===== config.mk =====
export PLATFORM = sky130hd
export DESIGN_NAME = add_round_key_pipe
export DESIGN_NICKNAME = d
export VERILOG_FILES = /design/src/rtl/aes_pkg.sv /design/src/rtl/round_key_bank.sv /design/src/rtl/add_round_key_pipe.sv
export SDC_FILE = /design/constraint.sdc
export NUM_CORES = 2
export LEC_CHECK = 0
export ABC_AREA = 0
export BUFFER_PORTS_ARGS = -buffer_cell sky130_fd_sc_hd__buf_2
export CAP_MARGIN = 15
export CORE_MARGIN = 4
export CORE_UTILIZATION = 61
export CTS_BUF_LIST = sky130_fd_sc_hd__clkbuf_4
export CTS_CLUSTER_DIAMETER = 40
export DETAILED_ROUTE_END_ITERATION = 10
export GPL_TIMING_DRIVEN = 1
export PLACE_DENSITY = 0.79
export SKIP_LAST_GASP = 1
export SLEW_MARGIN = 20
export SYNTH_ARGS = -nofsm -noshare
export SYNTH_HDL_FRONTEND = slang
export SYNTH_SLANG_ARGS = --single-unit

===== constraint.sdc =====
create_clock -name i_clock -period 3.6 [get_ports i_clock]
set_input_delay 0.72 -clock i_clock [delete_from_list [all_inputs] [get_ports i_clock]]
set_output_delay 0.72 -clock i_clock [all_outputs]
set_load 0.01 [all_outputs]

===== src/rtl/aes_pkg.sv =====
// Shared AES datapath constants and the state/key vector type.
package aes_pkg;

    localparam int unsigned AES_WORD_W  = 32;
    localparam int unsigned AES_NB      = 4;
    localparam int unsigned AES_NR_128  = 10;
    localparam int unsigned AES_NR_192  = 12;
    localparam int unsigned AES_NR_256  = 14;
    localparam int unsigned AES_STATE_W = AES_NB * AES_WORD_W;

    // Word 0 occupies bits [0:AES_WORD_W-1], i.e. the most significant end.
    typedef logic [0:AES_STATE_W-1] aes_state_t;

endpackage


===== src/rtl/round_key_bank.sv =====
// Round-key storage: one slot per round index with a loaded flag, one write port
// and a combinational read port that flags illegal or unloaded slots.
module round_key_bank
    import aes_pkg::*;
#(
    parameter int unsigned WORD_W  = AES_WORD_W,
    parameter int unsigned NWORDS  = AES_NB,
    parameter int unsigned NROUNDS = AES_NR_128,
    parameter int unsigned RND_W   = 4
) (
    input  logic                       clk_i,
    input  logic                       rst_ni,
    input  logic                       wr_i,
    input  logic [RND_W-1:0]           wr_round_i,
    input  logic [0:NWORDS*WORD_W-1]   wr_key_i,
    input  logic                       clear_i,
    input  logic [RND_W-1:0]           rd_round_i,
    output logic [0:NWORDS*WORD_W-1]   rd_key_c_o,
    output logic                       rd_err_c_o
);

    localparam int unsigned STATE_W = NWORDS * WORD_W;
    localparam int unsigned DEPTH   = NROUNDS + 1;
    localparam logic [RND_W-1:0] MAX_RND = RND_W'(NROUNDS);

    logic [0:STATE_W-1] key_q [DEPTH];
    logic [DEPTH-1:0]   loaded_q;
    logic               wr_ok;

    assign wr_ok = wr_i && (wr_round_i <= MAX_RND);

    // Clear drops every flag first; a same-cycle write then re-marks its own slot.
    always_ff @(posedge clk_i or negedge rst_ni) begin
        if (!rst_ni) begin
            for (int i = 0; i < int'(DEPTH); i++) begin
                key_q[i] <= '0;
            end
            loaded_q <= '0;
        end else begin
            if (clear_i) begin
                loaded_q <= '0;
            end
            if (wr_ok) begin
                key_q[wr_round_i]    <= wr_key_i;
                loaded_q[wr_round_i] <= 1'b1;
            end
        end
    end

    // Reads see the registered contents, so a same-cycle write is not visible yet.
    always_comb begin
        rd_key_c_o = '0;
        rd_err_c_o = 1'b1;
        if (rd_round_i <= MAX_RND) begin
            if (loaded_q[rd_round_i]) begin
                rd_key_c_o = key_q[rd_round_i];
                rd_err_c_o = 1'b0;
            end
        end
    end

endmodule


===== src/rtl/add_round_key_pipe.sv =====
// Two-stage AddRoundKey with a local round-key bank and valid/ready backpressure.
// S1 captures the beat and its key; S2 holds the XOR result as the output register.
module add_round_key_pipe
    import aes_pkg::*;
#(
    parameter int unsigned WORD_W  = AES_WORD_W,
    parameter int unsigned NWORDS  = AES_NB,
    parameter int unsigned NROUNDS = AES_NR_128,
    parameter int unsigned RND_W   = 4
) (
    input  logic                       i_clock,
    input  logic                       i_reset_n,
    input  logic                       i_key_wr,
    input  logic [RND_W-1:0]           i_key_round,
    input  logic [0:NWORDS*WORD_W-1]   i_key,
    input  logic                       i_key_clear,
    input  logic                       i_valid,
    output logic                       o_ready,
    input  logic [0:NWORDS*WORD_W-1]   i_data,
    input  logic [RND_W-1:0]           i_round,
    output logic                       o_valid,
    input  logic                       i_ready,
    output logic [0:NWORDS*WORD_W-1]   o_data,
    output logic [RND_W-1:0]           o_round,
    output logic                       o_err
);

    localparam int unsigned STATE_W = NWORDS * WORD_W;

    logic                 en1, en2;
    logic [0:STATE_W-1]   bank_key;
    logic                 bank_err;

    logic                 s1_v_q;
    logic [0:STATE_W-1]   s1_data_q;
    logic [0:STATE_W-1]   s1_key_q;
    logic [RND_W-1:0]     s1_round_q;
    logic                 s1_err_q;

    logic                 s2_v_q;
    logic [0:STATE_W-1]   s2_data_q, s2_data_d;
    logic [RND_W-1:0]     s2_round_q;
    logic                 s2_err_q;

    round_key_bank #(
        .WORD_W  (WORD_W),
        .NWORDS  (NWORDS),
        .NROUNDS (NROUNDS),
        .RND_W   (RND_W)
    ) u_bank (
        .clk_i      (i_clock),
        .rst_ni     (i_reset_n),
        .wr_i       (i_key_wr),
        .wr_round_i (i_key_round),
        .wr_key_i   (i_key),
        .clear_i    (i_key_clear),
        .rd_round_i (i_round),
        .rd_key_c_o (bank_key),
        .rd_err_c_o (bank_err)
    );

    assign en2     = !s2_v_q || i_ready;
    assign en1     = !s1_v_q || en2;
    assign o_ready = en1;

    // Error beats carry a zero key, so their data passes through unchanged.
    always_comb begin
        s2_data_d = '0;
        for (int w = 0; w < int'(NWORDS); w++) begin
            s2_data_d[w*WORD_W +: WORD_W] = s1_data_q[w*WORD_W +: WORD_W]
                                          ^ s1_key_q[w*WORD_W +: WORD_W];
        end
    end

    always_ff @(posedge i_clock or negedge i_reset_n) begin
        if (!i_reset_n) begin
            s1_v_q     <= 1'b0;
            s1_data_q  <= '0;
            s1_key_q   <= '0;
            s1_round_q <= '0;
            s1_err_q   <= 1'b0;
        end else if (en1) begin
            s1_v_q     <= i_valid;
            s1_data_q  <= i_data;
            s1_key_q   <= bank_key;
            s1_round_q <= i_round;
            s1_err_q   <= bank_err;
        end
    end

    always_ff @(posedge i_clock or negedge i_reset_n) begin
        if (!i_reset_n) begin
            s2_v_q     <= 1'b0;
            s2_data_q  <= '0;
            s2_round_q <= '0;
            s2_err_q   <= 1'b0;
        end else if (en2) begin
            s2_v_q     <= s1_v_q;
            s2_data_q  <= s2_data_d;
            s2_round_q <= s1_round_q;
            s2_err_q   <= s1_err_q;
        end
    end

    assign o_valid = s2_v_q;
    assign o_data  = s2_data_q;
    assign o_round = s2_round_q;
    assign o_err   = s2_err_q;

endmodule


==> reports/results.ini <==
[final_layout]
fillers=8522
stdcell_count=8427
final_nets=6654
layout-drive-gt1-share_pct=41.87
regArea_um2=45420
multi_input_area_um2=31770
area_growth_pct=15.13

[cts]
clk_latency_ns=1.33
cts_sinks=1815
post-cts-setup-buffers=0
tritoncts=yes
numCtsBuffers=463
cts_root_buffer=clkbuf_4
clock_path_buffers=4
clk_pin_slew_worst_paths_ns=0.07
htreeDepth=5

[worst_setup_path]
worstSetupPathType=reg -> out
end_kind=primary output
r2r_end=s1_data_q[52]
worstPathRequired_ns=2.88
reg2reg_from=o_valid
worst_r2r_path_depth=5
arrival_ns=2.67
r2r_slack_ns=1.32
start_kind=flop
crit_fanout=33

[sta]
rsz0062_at_grt=false
min_period_ns=3.391
fin_worst_skew_ns=0.1143
setup_slack_ns=0.2093
hold_violations=0
worstMarginPinSlew_ns=1.238
hold_ws_ns=0.1460
fin_crit_sh_pct=94.19
fmax_mhz=294.9
tns_ns=0
max_slew_margin_pct=17.46
finalSetupViolations=0
slew_viol_final=0

[detailed_routing]
wl_mm=198.5
wl_per_cell_um=23.56
ant_nets=0
drt_pass1_iterations=5
viasPerCell=5.969
drtIter0Drc=3000
vias=50300
drcViolationCount=0

[global_routing]
grt_pass1_wl_mm=313.5
grt_pass1_vias=54900
grt-ovfl-total=0
track_usage_pct=29.56
grt_max_degree=159
antenna_found_initial=28

[placement]
port_buffers=404
dp_slack_ns=0.6780
gp_congestion=0.7648
numPlacedInstances=7371
dp_hpwl_mm=109.3

[die]
pin_count=405
start_util_pct=61.40
design.die.area_um2=136300
chipHeight_um=369.2
num_rows=132
die_w_um=369.2
core_area_um2=129600

[logic_synthesis]
synth_ff_type=dfrtp_1
synth_cells=5608
synth_top_area_share_pct=57.06
synth_top_area_cell=dfrtp_1
async_flop_share_pct=100.0
synthDistinctLibCells=33
synth-seq-area-share_pct=57.06
synth_warnings=0
synth_area_um2=79600
yosys-top-cells-area=dfrtp_1, mux2_2, mux4_2, mux2i_1, nand2_1
synth_edf_count=0
synth_most_common_cell=dfrtp_1
ys_top_cells_by_count=dfrtp_1, mux2_2, nand2_1, clkbuf_1, mux2i_1
ys_ff_latch=1815
syn_area_per_cell_um2=14.19
synthesis.nets=5878

[pwr]
leakage_nw=41.46
p_int_w=0.03865
power_density_nw_per_um2=574.7
sw_frac_of_total_pct=26.61
p_clk_share_pct=31.0
comb_power_share_pct=17.8
power_switching_w=0.01401
power_frac_seq_pct=51.2
ir_drop_v=0.0003969

[hold_path]
min_from=i_data[70]
hold_depth=4
min_to=s1_data_q[70]
hp-class=in -> reg

[run_status]
status=completed

[job]
drv_cap=0

-- timing repair --
item / in CTS / in global routing
resized for setup: 0 / 0
endpoints found under the hold margin: 2893 / 0
hold buffers: 290 / 0
-- final cells by class --
| type | count | area share (%) |
|---|---|---|
| inverters | 8 | 0.03823 |
| clock inverters | 84 | 0.4246 |
| flip-flops and latches | 1815 | 49.56 |
| repair buffers | 823 | 7.475 |
| multi-input cells | 3273 | 34.67 |
| well taps | 1742 | 2.378 |
| clock buffers | 658 | 5.390 |
| diodes | 24 | 0.06553 |
-- cells in the final DEF (no fill, tap or decap), types with 129 or more instances in the layout --
cell and instances:
a2bb2oi_1 129, buf_2 399, mux2_2 1308, clkbuf_4 658, dlygate4sd3_1 289, o21ai_0 133, nand2_1 668, mux4_2 257
dfrtp_1 1815, mux2i_1 259
-- worst max-delay path, stage by stage (launching register included) --
cell	delay [ns]
dfrtp_1	0.40
nand2b_1	0.27
nor2_4	0.13
inv_6	0.29
buf_2	0.28
-- metrics by stage --
stage                     instance area [um2]  total power, W  utilization, %
final                                   91640         0.05267           70.69
after global routing                    91620         0.05552           70.67
after CTS                               91580         0.05303           70.64
after detailed placement                83330         0.03634           64.28
after global placement                  83330         0.03570           64.28
after floorplan                         79600         0.03341               -
-- registers in the layout, summed over array words and instances, names as in the netlist --
register         count
s1_round_q           4
o_err                1
s1_v_q               1
o_round              4
u_bank.key_q      1408
o_data             128
s1_err_q             1
o_valid              1
s1_key_q           128
u_bank.loaded_q     11
s1_data_q          128
-- kinds of logic (layout without fill, tap and decap cells) --
family,Yosys count,in the layout,synth area share [%]
AOI/OAI and AO/OA,527,527,4.574
xor gates and xnor gates,128,128,1.408
buffers and inverters,520,1573,3.169
DFF,1815,1815,57.06
muxes,1924,1924,30.45
other,0,24,0
and+or+nand+nor,694,694,3.345
-- per-layer routing --
| metal | track usage, % | vias to the layer above | share of wire (%) |
|---|---|---|---|
| li1 | - | 21870 | - |
| met5 | 0 | - | 0.041 |
| met3 | 5.251 | 420 | 5.5 |
| met4 | 10.59 | 14 | 2.7 |
| met1 | 39.16 | 26420 | 42 |
| met2 | 49.62 | 1578 | 50 |
-- worst max path at each step --
| stage | startpoint | end | slack [ns] | cells past startpoint |
|---|---|---|---|---|
| floorplan | i_ready | o_ready | 1.31 | 5 |
| global placement | i_round[2] | s1_key_q[66] | 0.73 | 5 |
| detailed placement | i_round[2] | s1_key_q[67] | 0.68 | 5 |
| CTS | o_valid | o_ready | 0.06 | 4 |
| global route | o_valid | o_ready | 0.04 | 4 |
| finish | o_valid | o_ready | 0.21 | 4 |
-- power by group through the flow --
stage / combinational [W] / sequential [W] / clock [W]
global placement: 0.00873 / 0.0270 / 0
CTS: 0.00939 / 0.0269 / 0.0168
global route: 0.0102 / 0.0274 / 0.0179
floorplan: 0.00684 / 0.0266 / 0
detailed placement: 0.00910 / 0.0272 / 0
finish: 0.00935 / 0.0270 / 0.0163
No activity file was read; power rests on OpenSTA's default activity.
